==> config.mk <==
export PLATFORM = sky130hd
export DESIGN_NAME = serial_add_ctrl
export DESIGN_NICKNAME = d
export VERILOG_FILES = /design/src/rtl/serial_add_ctrl.sv
export SDC_FILE = /design/constraint.sdc
export NUM_CORES = 1
export LEC_CHECK = 0
export CORE_MARGIN = 10
export CORE_UTILIZATION = 51
export CTS_CLUSTER_SIZE = 40
export DETAILED_ROUTE_END_ITERATION = 8
export PLACE_DENSITY = 0.78
export RECOVER_POWER = 100
export SLEW_MARGIN = 10
export SYNTH_ARGS = -nofsm -noshare
export SYNTH_HDL_FRONTEND = slang
export SYNTH_SLANG_ARGS = --single-unit
==> constraint.sdc <==
create_clock -name clk -period 1.65 [get_ports clk]
set_clock_uncertainty 0.1 [all_clocks]
set_input_delay 0.2475 -clock clk [delete_from_list [all_inputs] [get_ports clk]]
set_output_delay 0.2475 -clock clk [all_outputs]
set_load 0.01 [all_outputs]
==> src/rtl/serial_add_ctrl.sv <==
`default_nettype none
// ============================================================================
// Module   : serial_add_ctrl
// Brief    : Bit-serial LSB-first adder sequencer (start/busy/done) built on a
//            single full-adder cell; optional subtract mode via SERIAL_ADD_SUB_EN.
// Revision : 1.0
// ============================================================================

module serial_add_ctrl_fa (
  input  logic a,
  input  logic b,
  input  logic ci,
  output logic s,
  output logic co
);
  assign s  = a ^ b ^ ci;
  assign co = (a & b) | (ci & (a ^ b));
endmodule

module serial_add_ctrl #(
  parameter int WIDTH = 8
) (
  input  logic             clk,
  input  logic             rst,
  input  logic             start,
  input  logic [WIDTH-1:0] a,
  input  logic [WIDTH-1:0] b,
  input  logic             cin,
`ifdef SERIAL_ADD_SUB_EN
  input  logic             sub,
`endif
  output logic             busy,
  output logic             done,
  output logic [WIDTH-1:0] sum,
  output logic             cout
);

  localparam int CNT_W = $clog2(WIDTH + 1);
  localparam logic [CNT_W-1:0] c_last_bit = CNT_W'(WIDTH - 1);

  typedef enum logic [1:0] {
    ST_IDLE  = 2'd0,
    ST_SHIFT = 2'd1,
    ST_DONE  = 2'd2
  } state_t;

  state_t           state_q,  state_d;
  logic [WIDTH-1:0] op_a_q,   op_a_d;
  logic [WIDTH-1:0] op_b_q,   op_b_d;
  logic [WIDTH-1:0] result_q, result_d;
  logic [WIDTH-1:0] sum_q,    sum_d;
  logic             carry_q,  carry_d;
  logic             cout_q,   cout_d;
  logic [CNT_W-1:0] cnt_q,    cnt_d;

  logic fa_b;
  logic fa_s;
  logic fa_co;

`ifdef SERIAL_ADD_SUB_EN
  logic sub_q, sub_d;
  // Subtraction is a + ~b + 1: invert B at the cell input, seed carry with 1.
  assign fa_b = op_b_q[0] ^ sub_q;
`else
  assign fa_b = op_b_q[0];
`endif

  serial_add_ctrl_fa u_fa (
    .a  (op_a_q[0]),
    .b  (fa_b),
    .ci (carry_q),
    .s  (fa_s),
    .co (fa_co)
  );

  always_comb begin
    state_d  = state_q;
    op_a_d   = op_a_q;
    op_b_d   = op_b_q;
    result_d = result_q;
    sum_d    = sum_q;
    carry_d  = carry_q;
    cout_d   = cout_q;
    cnt_d    = cnt_q;
`ifdef SERIAL_ADD_SUB_EN
    sub_d    = sub_q;
`endif

    unique case (state_q)
      ST_IDLE: begin
        if (start) begin
          op_a_d   = a;
          op_b_d   = b;
          result_d = '0;
          cnt_d    = '0;
`ifdef SERIAL_ADD_SUB_EN
          sub_d    = sub;
          carry_d  = sub ? 1'b1 : cin;
`else
          carry_d  = cin;
`endif
          state_d  = ST_SHIFT;
        end
      end

      ST_SHIFT: begin
        result_d = (result_q >> 1) | ({{(WIDTH-1){1'b0}}, fa_s} << (WIDTH - 1));
        carry_d  = fa_co;
        op_a_d   = op_a_q >> 1;
        op_b_d   = op_b_q >> 1;
        cnt_d    = cnt_q + CNT_W'(1);
        // Publish on the final bit so sum/cout are valid in the DONE cycle.
        if (cnt_q == c_last_bit) begin
          sum_d   = result_d;
          cout_d  = fa_co;
          state_d = ST_DONE;
        end
      end

      ST_DONE: begin
        state_d = ST_IDLE;
      end

      default: begin
        state_d = ST_IDLE;
      end
    endcase
  end

  always_ff @(posedge clk or posedge rst) begin
    if (rst) begin
      state_q  <= ST_IDLE;
      op_a_q   <= '0;
      op_b_q   <= '0;
      result_q <= '0;
      sum_q    <= '0;
      carry_q  <= 1'b0;
      cout_q   <= 1'b0;
      cnt_q    <= '0;
`ifdef SERIAL_ADD_SUB_EN
      sub_q    <= 1'b0;
`endif
    end else begin
      state_q  <= state_d;
      op_a_q   <= op_a_d;
      op_b_q   <= op_b_d;
      result_q <= result_d;
      sum_q    <= sum_d;
      carry_q  <= carry_d;
      cout_q   <= cout_d;
      cnt_q    <= cnt_d;
`ifdef SERIAL_ADD_SUB_EN
      sub_q    <= sub_d;
`endif
    end
  end

  assign busy = (state_q == ST_SHIFT);
  assign done = (state_q == ST_DONE);
  assign sum  = sum_q;
  assign cout = cout_q;

endmodule
`default_nettype wire

==> report_table.html, run 1 <==
<table>
<tr><th>Metric</th><th>Value</th></tr>
<tr><th colspan="2">Run status</th></tr>
<tr><td>Status</td><td>finished, violations left</td></tr>
<tr><td>Failing checks</td><td>setup timing</td></tr>
<tr><th colspan="2">Detailed routing</th></tr>
<tr><td>Via-to-Cell Ratio</td><td>5.43</td></tr>
<tr><td>DRC</td><td>0</td></tr>
<tr><td>Total vias in the final route</td><td>between 1k and 1.5k</td></tr>
<tr><td>Routed wire per std cell</td><td>16.2 um</td></tr>
<tr><td>Number of search-and-repair iterations in the first detailed-routing pass</td><td>4</td></tr>
<tr><td>Iter 0 DRT Violations</td><td>83</td></tr>
<tr><td>Routed Antenna Nets</td><td>0</td></tr>
<tr><td>Final wirelength</td><td>~3.7 mm</td></tr>
<tr><th colspan="2">Cells and area</th></tr>
<tr><td>Most used cells in the layout excluding fill and tap cells</td><td>sky130_fd_sc_hd__dfrtp_1, sky130_fd_sc_hd__clkdlybuf4s50_1, sky130_fd_sc_hd__nand2_1</td></tr>
<tr><td>Footprint of the multi-input gates</td><td>roughly 650 um^2</td></tr>
<tr><td>Leading cell type in the layout, fill and taps excluded</td><td>sky130_fd_sc_hd__dfrtp_1</td></tr>
<tr><td>Layout overhead on the synthesized area</td><td>35.2%</td></tr>
<tr><td>Count of placed standard cells in the final layout, fillers left out</td><td>roughly 230</td></tr>
<tr><td>Sequential cell area in the final layout</td><td>about 980 um^2</td></tr>
<tr><td>Fin util</td><td>0.730</td></tr>
<tr><td>Antenna cell count</td><td>0</td></tr>
<tr><td>Proportion of layout cells with a drive suffix above 1</td><td>0.238</td></tr>
<tr><td>NumNets Final</td><td>206</td></tr>
<tr><td>Number of fill cells in the layout</td><td>222</td></tr>
<tr><th colspan="2">Worst setup path</th></tr>
<tr><td>Crit Path Max Fanout</td><td>5</td></tr>
<tr><td>Critical path launch point type</td><td>flip-flop</td></tr>
<tr><td>Max stage delay on crit path</td><td>0.37 ns</td></tr>
<tr><td>Endpoint kind of the worst setup timing path</td><td>flip-flop</td></tr>
<tr><td>Number of cells on the worst reg-to-reg path</td><td>5</td></tr>
<tr><td>Worst-path cell chain</td><td>ha_2, nand2_2, nor3b_4, buf_6, mux2_2</td></tr>
<tr><td>Critical Setup Path Class</td><td>flip-flop to flip-flop</td></tr>
<tr><td>Critical-path top delay cell</td><td>sky130_fd_sc_hd__dfrtp_1</td></tr>
<tr><td>Arr. time, crit path</td><td>about 1.8 ns</td></tr>
<tr><td>Data required time of the critical path</td><td>around 1.8 ns</td></tr>
<tr><th colspan="2">Floorplan</th></tr>
<tr><td>Placeable core area</td><td>3080 um^2</td></tr>
<tr><td>Number of rows created at floorplan</td><td>20</td></tr>
<tr><td>Die H</td><td>a little under 80 um</td></tr>
<tr><td>Die Footprint</td><td>about 6000 um^2</td></tr>
<tr><td>Die width</td><td>approximately 77 um</td></tr>
<tr><td>Initial core utilization</td><td>0.540</td></tr>
<tr><td>Num ports</td><td>31</td></tr>
<tr><th colspan="2">Placed design</th></tr>
<tr><td>Placer's final routability congestion estimate</td><td>roughly 0.75</td></tr>
<tr><td>Cell count after placement</td><td>~210</td></tr>
<tr><td>Post-DP HPWL</td><td>2.49 mm</td></tr>
<tr><td>Port bufs</td><td>30</td></tr>
<tr><th colspan="2">Timing</th></tr>
<tr><td>Total Negative Setup Slacks</td><td>-0.00505 ns</td></tr>
<tr><td>Max_slew headroom</td><td>0.388</td></tr>
<tr><td>Minimum clock period after layout</td><td>1.65 ns</td></tr>
<tr><td>Number of failing hold endpoints at the final stage</td><td>0</td></tr>
<tr><td>Transition time at the pin with the least slew margin</td><td>roughly 0.92 ns</td></tr>
<tr><td>Slew Limit Fails</td><td>0</td></tr>
<tr><td>Final setup vio count</td><td>2</td></tr>
<tr><td>Tcrit/Tclk final</td><td>1.00</td></tr>
<tr><td>Unrepaired setup endpoints after global routing</td><td>true</td></tr>
<tr><td>Setup WS post-layout</td><td>-0.00268 ns</td></tr>
<tr><td>Timing-limited maximum frequency</td><td>between 0.6 and 0.7 GHz</td></tr>
<tr><th colspan="2">Synth</th></tr>
<tr><td>Post-synthesis register bit count</td><td>39</td></tr>
<tr><td>Most used DFF post-synth</td><td>sky130_fd_sc_hd__dfrtp_1</td></tr>
<tr><td>Netlist cell types</td><td>27</td></tr>
<tr><td>Syn avg cell area</td><td>12.0 um^2</td></tr>
<tr><td>Async SR Flop Fraction</td><td>1.00</td></tr>
<tr><td>Share of the yosys chip area belonging to registers</td><td>0.587</td></tr>
<tr><td>Gate count of the mapped netlist</td><td>139</td></tr>
<tr><td>Number of nets produced by synthesis</td><td>roughly 160</td></tr>
<tr><td>Number of synthesized flops with an enable pin</td><td>0</td></tr>
<tr><td>Synthesis warning total</td><td>0</td></tr>
<tr><td>Post-Synthesis Cell Area</td><td>~1700 um^2</td></tr>
<tr><th colspan="2">GRT</th></tr>
<tr><td>Antenna violations before repair</td><td>0</td></tr>
<tr><td>Via count of the first global-routing pass</td><td>between 1k and 1.5k</td></tr>
<tr><td>Final global-route overflow total</td><td>0</td></tr>
<tr><td>Met1 Use GR</td><td>0.137</td></tr>
<tr><td>Met2 global-route usage</td><td>0.203</td></tr>
<tr><td>Global route hottest layer</td><td>met2</td></tr>
<tr><td>First-pass GRT wire length</td><td>5.90 mm</td></tr>
<tr><td>Met3 layer usage reported by global route</td><td>0.0408</td></tr>
<tr><td>Largest net degree at the start of global routing</td><td>40</td></tr>
<tr><td>Total global-route track usage</td><td>0.119</td></tr>
<tr><th colspan="2">Worst hold path</th></tr>
<tr><td>Type of the most critical hold path</td><td>flip-flop to flip-flop</td></tr>
<tr><td>Number of instances on the worst hold path</td><td>2</td></tr>
<tr><th colspan="2">Power and ir drop</th></tr>
<tr><td>Leakage power of the design</td><td>approximately 1.1 nW</td></tr>
<tr><td>Total power divided by cell area</td><td>1600 nW/um^2</td></tr>
<tr><td>Worst supply voltage drop on vdd</td><td>~740 uV</td></tr>
<tr><th colspan="2">Clock network</th></tr>
<tr><td>CTS HTree Levels</td><td>2</td></tr>
<tr><td>TritonCTS buffer count</td><td>5</td></tr>
<tr><td>CTS max path bufs</td><td>2</td></tr>
<tr><td>Source-to-sink clock delay at the later pin of the worst-skew pair</td><td>about 0.34 ns</td></tr>
<tr><td>Clock root buffer master</td><td>sky130_fd_sc_hd__clkbuf_4</td></tr>
<tr><td>TritonCTS clock tree</td><td>yes</td></tr>
<tr><td>Clock slew at reported path FFs</td><td>about 0.12 ns</td></tr>
<tr><td>Clock tree sinks</td><td>39</td></tr>
<tr><th colspan="2">Flow run</th></tr>
<tr><td>Max capacitance violation total</td><td>0</td></tr>
</table>
==> final timing paths <==
kind                           start          end  slack [ns]
setup / recovery            cnt_q[1]       sum[3]      -0.003
hold / removal             op_b_q[1]    op_b_q[1]        0.40
setup reg to reg            cnt_q[1]       sum[3]      -0.003
hold reg to reg            op_b_q[1]    op_b_q[1]        0.40
max in group asynchronous        rst   state_q[0]        0.31
min in group asynchronous        rst  result_q[3]        0.52
==> cell usage after synthesis (all sizes together), types with 3 or more instances <==
cell type | n | area share
nor2b | 3 | 0.016
a22oi | 14 | 0.063
mux2 | 11 | 0.074
nor2 | 3 | 0.0068
a21oi | 3 | 0.0090
inv | 3 | 0.0068
a22o | 9 | 0.047
nand2 | 17 | 0.038
o21ai | 16 | 0.048
dfrtp | 39 | 0.59
buf | 7 | 0.032
clkbuf | 3 | 0.0068
==> metrics by stage <==
stage          area (um^2)  setup WS [ns]  hold slack [ns]  total power, mW
6_report              2250       -0.00268            0.399             3.60
4_1_cts               2140       0.000895            0.163             3.44
3_5_place_dp          2060        -0.0847            0.374             2.82
2_1_floorplan         1660          0.155            0.317             2.29
5_1_grt               2250         -0.117            0.448             3.85
3_3_place_gp          2060         0.0193            0.364             2.74
==> what timing repair did <==
item                       CTS  global route
resized for setup            4            21
hold buffers                 0             0
setup endpoints to repair   11            25
setup buffers                0             6
cloned                       0             1
pin swaps                    1             2
==> per-layer routing <==
layer / up-vias / routed length (um)
li1: 590 / -
met1: 620 / 1600
met2: 30 / 1900
met3: 4 / 164
met4: 0 / 42
met5: - / 0
==> worst max-delay path, delay by kind of cell (launching register included) <==
| kind | cells | cell delay [ns] |
|---|---|---|
| AND/OR/NAND/NOR | 2 | 0.38 |
| buffers and inverters | 1 | 0.17 |
| multiplexers | 1 | 0.33 |
| flip-flops | 1 | 0.37 |
| adder cells (fa/ha/maj) | 1 | 0.20 |
==> cell families (layout without fill, tap and decap cells) <==
logic type               count (synthesis)  after routing  share of synthesized area
AO/OA/AOI/OAI                           46             46                      0.189
flip-flops                              39             39                      0.587
AND/OR/NAND/NOR                         28             28                     0.0850
buffers and inverters                   13             59                     0.0451
multiplexers                            11             11                     0.0745
adder cells (fa/ha/maj)                  2              2                     0.0196
==> flip-flops by register name, indices dropped and copies added (netlist names) <==
| register | count |
|---|---|
| sum | 8 |
| op_b_q | 8 |
| result_q | 7 |
| cnt_q | 4 |
| carry_q | 1 |
| cout | 1 |
| op_a_q | 8 |
| state_q | 2 |
==> final cells by class <==
type                            count  area share
Inverter                            3     0.00501
Clock inverter                      3      0.0195
Tap cell                           44      0.0245
Sequential cell                    39       0.435
Multi-Input combinational cell     87       0.288
Timing Repair Buffer               48       0.212
Clock buffer                        5      0.0167
==> report_power, final <==
group	switching (mW)	leakage (nW)	total [mW]	internal, mW
combinational	0.593	0.537	1.42	0.828
sequential	0.241	0.508	1.54	1.30
clock	0.315	0.0452	0.633	0.319
total	1.15	1.09	3.60	2.45
Power figures use the tool's default switching activity.
==> run 2, diff against run 1 <==
- CELL_PAD_IN_SITES_DETAIL_PLACEMENT: not set -> 0
- CELL_PAD_IN_SITES_GLOBAL_PLACEMENT: not set -> 1
- CORE_UTILIZATION: 51 -> 40
- PLACE_DENSITY: 0.78 -> not set
- PLACE_DENSITY_LB_ADDON: not set -> 0.1
==> report_table.html, run 2 (same netlist as run 1, synthesis figures left out) <==
<table>
<tr><th>Metric</th><th>Value</th></tr>
<tr><th colspan="2">Timing</th></tr>
<tr><td>Tcrit/Tclk final</td><td>0.947 (was 1.00)</td></tr>
<tr><td>Slew Limit Fails</td><td>0 (unchanged)</td></tr>
<tr><td>Final hold slack</td><td>0.383 ns (was 0.399 ns)</td></tr>
<tr><td>Total Negative Setup Slacks</td><td>0 ns (was -0.00505 ns)</td></tr>
<tr><td>Setup WS post-layout</td><td>0.0869 ns (was -0.00268 ns)</td></tr>
<tr><td>Timing-limited maximum frequency</td><td>0.640 GHz (was 0.605 GHz)</td></tr>
<tr><td>Unrepaired setup endpoints after global routing</td><td>true (unchanged)</td></tr>
<tr><td>Max_slew headroom</td><td>0.360 (was 0.388)</td></tr>
<tr><td>Transition time at the pin with the least slew margin</td><td>0.960 ns (was 0.917 ns)</td></tr>
<tr><td>Number of failing hold endpoints at the final stage</td><td>0 (unchanged)</td></tr>
<tr><td>Minimum clock period after layout</td><td>1.56 ns (was 1.65 ns)</td></tr>
<tr><td>Final setup vio count</td><td>0 (was 2)</td></tr>
<tr><th colspan="2">Cells and area</th></tr>
<tr><td>Proportion of layout cells with a drive suffix above 1</td><td>0.220 (was 0.238)</td></tr>
<tr><td>Fin util</td><td>0.547 (was 0.730)</td></tr>
<tr><td>Leading cell type in the layout, fill and taps excluded</td><td>sky130_fd_sc_hd__dfrtp_1 (unchanged)</td></tr>
<tr><td>Layout overhead on the synthesized area</td><td>31.5% (was 35.2%)</td></tr>
<tr><td>NumNets Final</td><td>203 (was 206)</td></tr>
<tr><td>Most used cells in the layout excluding fill and tap cells</td><td>sky130_fd_sc_hd__dfrtp_1, sky130_fd_sc_hd__clkdlybuf4s50_1, sky130_fd_sc_hd__nand2_1 (unchanged)</td></tr>
<tr><td>Antenna cell count</td><td>0 (unchanged)</td></tr>
<tr><td>Number of fill cells in the layout</td><td>365 (was 222)</td></tr>
<tr><th colspan="2">Floorplan</th></tr>
<tr><td>Die H</td><td>84.5 um (was 77.1 um)</td></tr>
<tr><td>Num ports</td><td>31 (unchanged)</td></tr>
<tr><td>Die width</td><td>84.5 um (was 77.1 um)</td></tr>
<tr><td>Number of rows created at floorplan</td><td>23 (was 20)</td></tr>
<tr><td>Die Footprint</td><td>7140 um^2 (was 5940 um^2)</td></tr>
<tr><td>Placeable core area</td><td>4000 um^2 (was 3080 um^2)</td></tr>
<tr><td>Initial core utilization</td><td>0.416 (was 0.540)</td></tr>
<tr><th colspan="2">GRT</th></tr>
<tr><td>First-pass GRT wire length</td><td>6.43 mm (was 5.90 mm)</td></tr>
<tr><td>Largest net degree at the start of global routing</td><td>40 (unchanged)</td></tr>
<tr><td>Total global-route track usage</td><td>0.109 (was 0.119)</td></tr>
<tr><td>Via count of the first global-routing pass</td><td>1303 (was 1245)</td></tr>
<tr><td>Antenna violations before repair</td><td>0 (unchanged)</td></tr>
<tr><td>Final global-route overflow total</td><td>0 (unchanged)</td></tr>
<tr><th colspan="2">Detailed routing</th></tr>
<tr><td>Routed wire per std cell</td><td>15.8 um (was 16.2 um)</td></tr>
<tr><td>DRC</td><td>0 (unchanged)</td></tr>
<tr><td>Number of search-and-repair iterations in the first detailed-routing pass</td><td>4 (unchanged)</td></tr>
<tr><td>Iter 0 DRT Violations</td><td>59 (was 83)</td></tr>
<tr><td>Routed Antenna Nets</td><td>0 (unchanged)</td></tr>
<tr><td>Via-to-Cell Ratio</td><td>5.19 (was 5.43)</td></tr>
<tr><td>Total vias in the final route</td><td>1203 (was 1244)</td></tr>
<tr><td>Final wirelength</td><td>3.67 mm (was 3.70 mm)</td></tr>
<tr><th colspan="2">Clock network</th></tr>
<tr><td>Clock tree sinks</td><td>39 (unchanged)</td></tr>
<tr><td>Clock slew at reported path FFs</td><td>0.09 ns (was 0.12 ns)</td></tr>
<tr><td>TritonCTS buffer count</td><td>5 (unchanged)</td></tr>
<tr><td>Source-to-sink clock delay at the later pin of the worst-skew pair</td><td>0.30 ns (was 0.34 ns)</td></tr>
<tr><td>CTS max path bufs</td><td>2 (unchanged)</td></tr>
<tr><td>TritonCTS clock tree</td><td>yes (unchanged)</td></tr>
<tr><td>Clock root buffer master</td><td>sky130_fd_sc_hd__clkbuf_8 (was sky130_fd_sc_hd__clkbuf_4)</td></tr>
<tr><td>CTS HTree Levels</td><td>2 (unchanged)</td></tr>
<tr><td>Total of hold buffers inserted after clock tree synthesis</td><td>0 (unchanged)</td></tr>
<tr><th colspan="2">Worst setup path</th></tr>
<tr><td>Worst-path cell chain</td><td>ha_2, nand2_1, nor3b_2, buf_4, mux2_2 (was ha_2, nand2_2, nor3b_4, buf_6, mux2_2)</td></tr>
<tr><td>Critical Setup Path Class</td><td>flip-flop to flip-flop (unchanged)</td></tr>
<tr><td>Data required time of the critical path</td><td>1.73 ns (was 1.79 ns)</td></tr>
<tr><td>Sum of buffers and inverters on the critical path</td><td>1 (unchanged)</td></tr>
<tr><td>Critical path launch point type</td><td>flip-flop (unchanged)</td></tr>
<tr><td>Arr. time, crit path</td><td>1.64 ns (was 1.79 ns)</td></tr>
<tr><td>Endpoint kind of the worst setup timing path</td><td>flip-flop (unchanged)</td></tr>
<tr><td>Max stage delay on crit path</td><td>0.36 ns (was 0.37 ns)</td></tr>
<tr><td>Crit Path Max Fanout</td><td>6 (was 5)</td></tr>
<tr><td>Top Family by Delay on Critical Path</td><td>flip-flops (was simple AND/OR/NAND/NOR gates)</td></tr>
<tr><td>Critical-path top delay cell</td><td>sky130_fd_sc_hd__dfrtp_1 (unchanged)</td></tr>
<tr><th colspan="2">Placed design</th></tr>
<tr><td>Port bufs</td><td>30 (unchanged)</td></tr>
<tr><td>Post-DP HPWL</td><td>2.66 mm (was 2.49 mm)</td></tr>
<tr><td>Setup Slack @ Placement</td><td>-0.0999 ns (was -0.0847 ns)</td></tr>
<tr><td>Placer's final routability congestion estimate</td><td>0.781 (was 0.753)</td></tr>
<tr><th colspan="2">Power and ir drop</th></tr>
<tr><td>Worst supply voltage drop on vdd</td><td>682 uV (was 739 uV)</td></tr>
<tr><td>Total power divided by cell area</td><td>1650 nW/um^2 (was 1600 nW/um^2)</td></tr>
<tr><td>Final Total Pwr</td><td>3.60 mW (about the same)</td></tr>
<tr><td>Leakage power of the design</td><td>0.971 nW (was 1.09 nW)</td></tr>
<tr><th colspan="2">Worst hold path</th></tr>
<tr><td>Type of the most critical hold path</td><td>flip-flop to flip-flop (unchanged)</td></tr>
<tr><th colspan="2">Run status</th></tr>
<tr><td>Status</td><td>finished clean (was finished, violations left)</td></tr>
<tr><th colspan="2">Flow run</th></tr>
<tr><td>Max capacitance violation total</td><td>0 (unchanged)</td></tr>
</table>
-- run 2: layout make-up --
type / instances / area (um^2) / area share
sequential: 39 / 977 / 0.447
clock buffer: 5 / 68.8 / 0.0315
multi-input combinational: 87 / 616 / 0.281
inverter: 3 / 11.3 / 0.00515
timing repair buffer: 45 / 408 / 0.186
tap: 50 / 62.6 / 0.0286
clock inverter: 3 / 43.8 / 0.0200
-- run 2: worst min-delay path, delay by kind of cell, from the launching register on --
kind               cells  cell delay (ns)
AOI/OAI and AO/OA      1             0.06
DFF                    1             0.35
and+or+nand+nor        1             0.05
-- run 2: power breakdown --
group          leakage, nW  switching (mW)  internal [mW]
sequential           0.507           0.227           1.30
combinational        0.406           0.546          0.730
clock               0.0581           0.345          0.450
-- run 2: worst paths after layout --
path / endpoint / slack (ns) / cells past startpoint / from
worst max-delay path: sum[1] / 0.09 / 5 / cnt_q[1]
worst min-delay path: op_b_q[1] / 0.38 / 2 / op_b_q[1]
worst max register to register: sum[1] / 0.09 / 5 / cnt_q[1]
worst min register to register: op_b_q[1] / 0.38 / 2 / op_b_q[1]
max in group asynchronous: state_q[1] / 0.21 / 3 / rst
min in group asynchronous: op_a_q[3] / 0.59 / 3 / rst
-- run 2: through the flow --
| step | instances | instance area (um^2) |
|---|---|---|
| 6_report | 232 | 2190 |
| 2_1_floorplan | 139 | 1660 |
| 3_5_place_dp | 223 | 2080 |
| 5_1_grt | 232 | 2190 |
| 4_1_cts | 231 | 2190 |
| 3_3_place_gp | 223 | 2080 |
-- run 2: timing repair --
item	4_1_cts	5_1_grt
pin swaps	0	1
setup buffers	0	1
setup endpoints to repair	2	23
resized for setup	3	2
-- run 2: layer usage --
metal / routed length, um / GRT usage
met1: 1630 / 0.133
met2: 1880 / 0.173
met3: 148 / 0.0473
met4: 8 / 0.0269
met5: 0 / 0
